`src/rtl/sync_evt_pkg.sv`:
```
// sync_evt_pkg: shared types and width helpers for the synchronized event filter.
// Related build option: SYNC_EVT_ANY_EDGE_EN (see sync_evt_filter).
package sync_evt_pkg;

    // Qualification FSM encoding; values are fixed so state dumps read consistently.
    typedef enum logic [1:0] {
        STABLE_LO = 2'd0,
        QUAL_HI   = 2'd1,
        STABLE_HI = 2'd2,
        QUAL_LO   = 2'd3
    } qual_state_e;

    // Number of bits needed to hold values 0..max_val (at least one bit).
    function automatic int bits_for(input int max_val);
        int w;
        w = 32'sd1;
        for (int i = 32'sd1; i < 32'sd31; i++) begin
            if ((32'sd1 << i) <= max_val) begin
                w = i + 32'sd1;
            end else begin
                w = w;
            end
        end
        return w;
    endfunction

    // Width of the pending-event counter for a given saturation value.
    function automatic int cnt_width(input int pend_max);
        return bits_for(pend_max);
    endfunction

    // Width of the qualification counter for a given filter length.
    function automatic int qcnt_width(input int filt_cycles);
        return bits_for(filt_cycles);
    endfunction

endpackage

```
`src/rtl/sync_evt_filter_qual.sv`:
```
// sync_evt_qual: stability filter for a synchronized level. A new level must be
// seen FILT_CYCLES consecutive enabled cycles before it is accepted; acceptance
// updates filt_q and fires a one-cycle rise/fall pulse.
module sync_evt_qual
    import sync_evt_pkg::*;
#(
    parameter int FILT_CYCLES = 4
) (
    input  logic clk,
    input  logic reset,
    input  logic din,
    input  logic en,
    output logic filt_q,
    output logic rise_p,
    output logic fall_p
);

    localparam int QW = qcnt_width(FILT_CYCLES);
    // Count value seen on the cycle whose next edge completes qualification.
    localparam logic [QW-1:0] QLAST = QW'(FILT_CYCLES - 1);
    localparam logic [QW-1:0] QONE  = QW'(32'd1);
    localparam logic [QW-1:0] QZERO = QW'(32'd0);

    qual_state_e     state_r, state_s;
    logic [QW-1:0]   qcnt_r, qcnt_s;
    logic            filt_r, filt_s;
    logic            rise_r, rise_s;
    logic            fall_r, fall_s;

    // Next-state and pulse decode; a single-cycle filter skips the QUAL states.
    always_comb begin
        state_s = state_r;
        qcnt_s  = qcnt_r;
        filt_s  = filt_r;
        rise_s  = 1'b0;
        fall_s  = 1'b0;
        case (state_r)
            STABLE_LO: begin
                if (din && en) begin
                    if (FILT_CYCLES == 1) begin
                        state_s = STABLE_HI;
                        qcnt_s  = QZERO;
                        filt_s  = 1'b1;
                        rise_s  = 1'b1;
                    end else begin
                        state_s = QUAL_HI;
                        qcnt_s  = QONE;
                    end
                end else begin
                    state_s = STABLE_LO;
                end
            end
            QUAL_HI: begin
                if (!en || !din) begin
                    state_s = STABLE_LO;
                    qcnt_s  = QZERO;
                end else if (qcnt_r == QLAST) begin
                    state_s = STABLE_HI;
                    qcnt_s  = QZERO;
                    filt_s  = 1'b1;
                    rise_s  = 1'b1;
                end else begin
                    qcnt_s  = qcnt_r + QONE;
                end
            end
            STABLE_HI: begin
                if (!din && en) begin
                    if (FILT_CYCLES == 1) begin
                        state_s = STABLE_LO;
                        qcnt_s  = QZERO;
                        filt_s  = 1'b0;
                        fall_s  = 1'b1;
                    end else begin
                        state_s = QUAL_LO;
                        qcnt_s  = QONE;
                    end
                end else begin
                    state_s = STABLE_HI;
                end
            end
            QUAL_LO: begin
                if (!en || din) begin
                    state_s = STABLE_HI;
                    qcnt_s  = QZERO;
                end else if (qcnt_r == QLAST) begin
                    state_s = STABLE_LO;
                    qcnt_s  = QZERO;
                    filt_s  = 1'b0;
                    fall_s  = 1'b1;
                end else begin
                    qcnt_s  = qcnt_r + QONE;
                end
            end
            default: begin
                state_s = STABLE_LO;
                qcnt_s  = QZERO;
                filt_s  = 1'b0;
            end
        endcase
    end

    // State, counter and registered outputs.
    always_ff @(posedge clk or posedge reset) begin
        if (reset) begin
            state_r <= STABLE_LO;
            qcnt_r  <= QZERO;
            filt_r  <= 1'b0;
            rise_r  <= 1'b0;
            fall_r  <= 1'b0;
        end else begin
            state_r <= state_s;
            qcnt_r  <= qcnt_s;
            filt_r  <= filt_s;
            rise_r  <= rise_s;
            fall_r  <= fall_s;
        end
    end

    assign filt_q = filt_r;
    assign rise_p = rise_r;
    assign fall_p = fall_r;

endmodule

```
`src/rtl/sync_evt_filter.sv`:
```
// sync_evt_filter: glitch filter plus saturating pending-event queue with a
// req/ack handshake and a sticky overflow flag.
// Build option: define SYNC_EVT_ANY_EDGE_EN to queue falling edges as well as rising.
module sync_evt_filter
    import sync_evt_pkg::*;
#(
    parameter  int FILT_CYCLES = 4,
    parameter  int PEND_MAX    = 15,
    localparam int CNT_W       = cnt_width(PEND_MAX)
) (
    input  logic             clk,
    input  logic             reset,
    input  logic             din,
    input  logic             en,
    output logic             filt_q,
    output logic             rise_p,
    output logic             fall_p,
    output logic             evt_req,
    input  logic             evt_ack,
    output logic [CNT_W-1:0] evt_cnt,
    output logic             ovf,
    input  logic             ovf_clr
);

    localparam logic [CNT_W-1:0] CNT_MAX  = CNT_W'(PEND_MAX);
    localparam logic [CNT_W-1:0] CNT_ZERO = CNT_W'(32'd0);
    localparam logic [CNT_W-1:0] CNT_ONE  = CNT_W'(32'd1);

    logic             rise_s;
    logic             fall_s;
    logic             inc_s;
    logic             dec_s;
    logic             ovf_set_s;
    logic [CNT_W-1:0] cnt_r, cnt_s;
    logic             ovf_r, ovf_s;

    sync_evt_qual #(
        .FILT_CYCLES (FILT_CYCLES)
    ) u_qual (
        .clk    (clk),
        .reset  (reset),
        .din    (din),
        .en     (en),
        .filt_q (filt_q),
        .rise_p (rise_s),
        .fall_p (fall_s)
    );

`ifdef SYNC_EVT_ANY_EDGE_EN
    assign inc_s = rise_s | fall_s;
`else
    assign inc_s = rise_s;
`endif

    // An ack against an empty queue is ignored.
    assign dec_s     = evt_ack & (cnt_r != CNT_ZERO);
    assign ovf_set_s = inc_s & ~dec_s & (cnt_r == CNT_MAX);

    // Pending-count update and sticky overflow; a new overflow beats ovf_clr.
    always_comb begin
        cnt_s = cnt_r;
        ovf_s = ovf_r;
        case ({inc_s, dec_s})
            2'b10: begin
                if (cnt_r == CNT_MAX) begin
                    cnt_s = cnt_r;
                end else begin
                    cnt_s = cnt_r + CNT_ONE;
                end
            end
            2'b01:   cnt_s = cnt_r - CNT_ONE;
            default: cnt_s = cnt_r;
        endcase
        if (ovf_set_s) begin
            ovf_s = 1'b1;
        end else if (ovf_clr) begin
            ovf_s = 1'b0;
        end else begin
            ovf_s = ovf_r;
        end
    end

    // Pending counter and overflow registers.
    always_ff @(posedge clk or posedge reset) begin
        if (reset) begin
            cnt_r <= CNT_ZERO;
            ovf_r <= 1'b0;
        end else begin
            cnt_r <= cnt_s;
            ovf_r <= ovf_s;
        end
    end

    assign rise_p  = rise_s;
    assign fall_p  = fall_s;
    assign evt_cnt = cnt_r;
    assign evt_req = (cnt_r != CNT_ZERO);
    assign ovf     = ovf_r;

endmodule
```
`config.mk`:
```
export PLATFORM = sky130hd
export DESIGN_NAME = sync_evt_filter
export DESIGN_NICKNAME = d
export VERILOG_FILES = /design/src/rtl/sync_evt_pkg.sv /design/src/rtl/sync_evt_filter_qual.sv /design/src/rtl/sync_evt_filter.sv
export SDC_FILE = /design/constraint.sdc
export NUM_CORES = 1
export LEC_CHECK = 0
export ABC_AREA = 1
export BUFFER_PORTS_ARGS = -buffer_cell sky130_fd_sc_hd__buf_4
export CORE_MARGIN = 3
export CORE_UTILIZATION = 30
export CTS_CLUSTER_DIAMETER = 60
export DETAILED_ROUTE_END_ITERATION = 12
export GPL_TIMING_DRIVEN = 1
export HOLD_SLACK_MARGIN = 0.02
export PLACE_DENSITY = 0.51
export SYNTH_ARGS = -nofsm -noshare
export SYNTH_HDL_FRONTEND = slang
export SYNTH_SLANG_ARGS = --single-unit
export TNS_END_PERCENT = 10
```
`constraint.sdc`:
```
create_clock -name clk -period 1.8 [get_ports clk]
set_clock_uncertainty 0.1 [all_clocks]
set_input_delay 0.36 -clock clk [delete_from_list [all_inputs] [get_ports clk]]
set_output_delay 0.36 -clock clk [all_outputs]
set_load 0.02 [all_outputs]
```
==> impl_results.md <==
* I/O Buffers at 14
* Routed wl met3 at 106 µm
* Initial Util at 33.1%
* Std cell rows at 17
* Fin. Hold Viols at 0
* Final nets at 127
* Core area at 0.00232 mm²
* Dominant cell type by area after synthesis: dfrtp_1
* Top post-synthesis cells by area: dfrtp_1, nand2_1, inv_1
* HPWL Detailed at 1190 µm
* FF-to-FF End: evt_cnt[3]
* CP dominant cell by count: nand2_1
* Ant diodes at 0
* Number of warnings issued by yosys at 0
* Pre-CTS setup slack at 0.0996 ns
* CTS tree: built
* Max_slew headroom at 67.0%
* Drt pass-1 iters at 4
* Critical path class: reg2reg
* Period minus WS final at 1.70 ns
* Yosys top cell area share at 42.3%
* Hold WS at 0.169 ns
* # Max-Cap Violations at 0
* Post-synth EDFFs at 0
* Drt total wl at 1500 µm
* Die area at 0.00320 mm²
* Routed length on met2 at 604 µm
* DR vias at 637
* Setup TNS at 0 ns
* Via count of the first global-routing pass at 606
* Antenna Nets Post-Route at 0
* Most numerous cell in the Yosys netlist: nand2_1
* Worst Hold Launch: ovf_clr
* Total track usage at 10.6%
* Worst EP required at 1.87 ns
* Final worst setup slack at 0.103 ns
* FFs w/ async S/R, synth at 100%
* Via density at 4.42
* RSZ-0062 raised after global routing: false
* Die Ht at 56.6 µm
* Least-Margin Pin Slew at 0.495 ns
* Worst Hold Path Cells at 2
* Critical-path top delay cell: dfrtp_2
* Total congestion overflow at 0
* Sequential fraction of the synthesis area at 42.3%
* Fmax at 589 MHz
* Maximum vdd drop at 693 µV
* Syn nets at 102
* Die W at 56.6 µm
* Top sig layer: met4
* GPL Wtd Cong at 0.737
* Outcome: completed
* Num CTS Buffers at 3
* Clock latency on the worst-skew pair at 0.27 ns
* Tcrit/Tclk final at 94.3%
* Wl on met1 at 770 µm
* Drt initial violations at 14
* Initial antenna violation count at 0
* Path category of the worst min-delay check: in2reg
* Pwr Density at 1560 mW/mm²
* Critical path buffers and inverters at 1
* CTS H-tree depth at 1
* Synth cell types at 22
* Primary FF master, synth: dfrtp_1
* Reg-to-reg startpoint: evt_cnt[3]
* Largest net degree at the start of global routing at 14
* Crit end category: flip-flop
* Cell depth of the worst setup path at 12
* Post-layout util at 43.9%
* Layout cells sized above 1 at 34.5%
* Max clock buf depth at 2
* DRC viols at 0
* Non-Filler Instances at 144
* I/O pin cnt at 15
* # setup viols final at 0
* Worst EP arrival at 1.77 ns
* Synthesized cell area at 768 µm²
* Leakage power at 0.524 nW
* First-pass GRT wire length at 2660 µm
* Placed insts at 138
* Clock transition at the registers of the reported paths at 0.07 ns
* Crit-path cells: nor2_4, nand2_4, nand3b_4, inv_2, ha_4, nand2_1, nand2_1, a21o_1, nand2_2, nand2_1, nand2_1, nand2_1
* Syn Inst Count at 92
* Fin. max-slew vios at 0
* Clock sinks at 13
* Drt wl/cell at 10.4 µm
* Avg Cell Area, Syn at 8.35 µm²
* Crit path max-delay family: simple AND/OR/NAND/NOR gates
* Area grow syn2layout at 32.4%
* R2R depth at 12
* Synthesis-stage register bit count at 13
* Hold path endpoint: ovf
* Largest stage delay, worst path at 0.45 ns
* Crit path launch type: flip-flop
* Peak fanout along the critical path at 5
* Reg2reg setup slack at 0.10 ns
* Root buf cell: clkbuf_4
* Most frequent cells after synthesis: nand2_1, inv_1, dfrtp_1
[worst max path at each step]
stage / start / to / slack (ns)
floorplan: evt_cnt[1] / evt_cnt[3] / 0.01
finish: evt_cnt[3] / evt_cnt[3] / 0.10
detailed placement: evt_cnt[3] / evt_cnt[3] / 0.1
global route: evt_cnt[1] / evt_cnt[3] / 0.005
CTS: evt_cnt[3] / evt_cnt[3] / 0.09
global placement: evt_cnt[1] / evt_cnt[3] / 0.13
[metrics by stage]
| stage | power [mW] | area [µm²] |
|---|---|---|
| 3_5_place_dp | 1.41 | 973 |
| 5_1_grt | 1.74 | 1020 |
| 4_1_cts | 1.60 | 1010 |
| 3_3_place_gp | 1.40 | 973 |
| 6_report | 1.58 | 1020 |
| 2_1_floorplan | 1.11 | 803 |
[where the power goes]
| part | switching [mW] | internal (mW) |
|---|---|---|
| clock network | 0.0926 | 0.0860 |
| registers | 0.0906 | 0.397 |
| logic | 0.516 | 0.402 |
[worst register-to-register path: stages, from the launching register on]
cell and delay [ns]:
dfrtp_2 0.45, nor2_4 0.13, nand2_4 0.08, nand3b_4 0.08, inv_2 0.05, ha_4 0.20, nand2_1 0.06, nand2_1 0.06
a21o_1 0.19, nand2_2 0.06, nand2_1 0.05, nand2_1 0.05, nand2_1 0.04
[cell type report]
| class | count | area, µm² |
|---|---|---|
| Sequential cell | 13 | 330 |
| Inverter | 14 | 52.6 |
| Tap cell | 28 | 35.0 |
| Multi-Input combinational cell | 65 | 420 |
| Fill cell | 234 | 1300 |
| Clock buffer | 4 | 26.3 |
| Timing Repair Buffer | 20 | 153 |
[cell families (layout without fill, tap and decap cells)]
family	count (synthesis)	count (layout)	share of synthesized area, %
AND/OR/NAND/NOR	47	47	32.4
buffers and inverters	14	38	6.84
AO/OA/AOI/OAI	13	13	9.77
adder cells (fa/ha/maj)	4	4	7.49
flip-flops	13	13	42.3
XOR/XNOR	1	1	1.14
[per-layer routing]
layer,GRT usage [%],vias to the layer above
met5,0,-
met4,4.07,0
met3,4.37,3
met2,14.7,16
met1,14.6,276
li1,-,342
[state kept, by name, indices dropped and copies added (netlist names)]
register and cells:
u_qual.fall_p 1, u_qual.rise_p 1, evt_cnt 4, u_qual.qcnt_r 3, u_qual.state_r 2, u_qual.filt_q 1
ovf 1
[repair_timing]
| item | 4_1_cts | 5_1_grt |
|---|---|---|
| hold buffers | 1 | 0 |
| endpoints found under the hold margin | 10 | 0 |
| resized for setup | 0 | 0 |
| buffers inserted | 0 | 1 |
| endpoints found under the setup margin | 0 | 1 |
[placed cells by master, fill, tap and decap left out]
cell type	instances
nand2_1	24
buf_4	19
inv_1	13
dfrtp_1	9
nand3_1	6
o21ai_0	5
nand2_2	4
nor2_1	4
dfrtp_2	4
nor2_4	3
clkbuf_4	3
nand4_1	2
nand2_4	2
o21ai_1	2
a21oi_1	2
ha_1	2
o211ai_1	1
a21oi_2	1
nand3_4	1
nand3b_4	1
a21o_1	1
inv_2	1
xnor2_1	1
o22ai_1	1
fa_1	1
ha_4	1
clkbuf_1	1
dlygate4sd3_1	1
(Power assumes the default switching activity.)
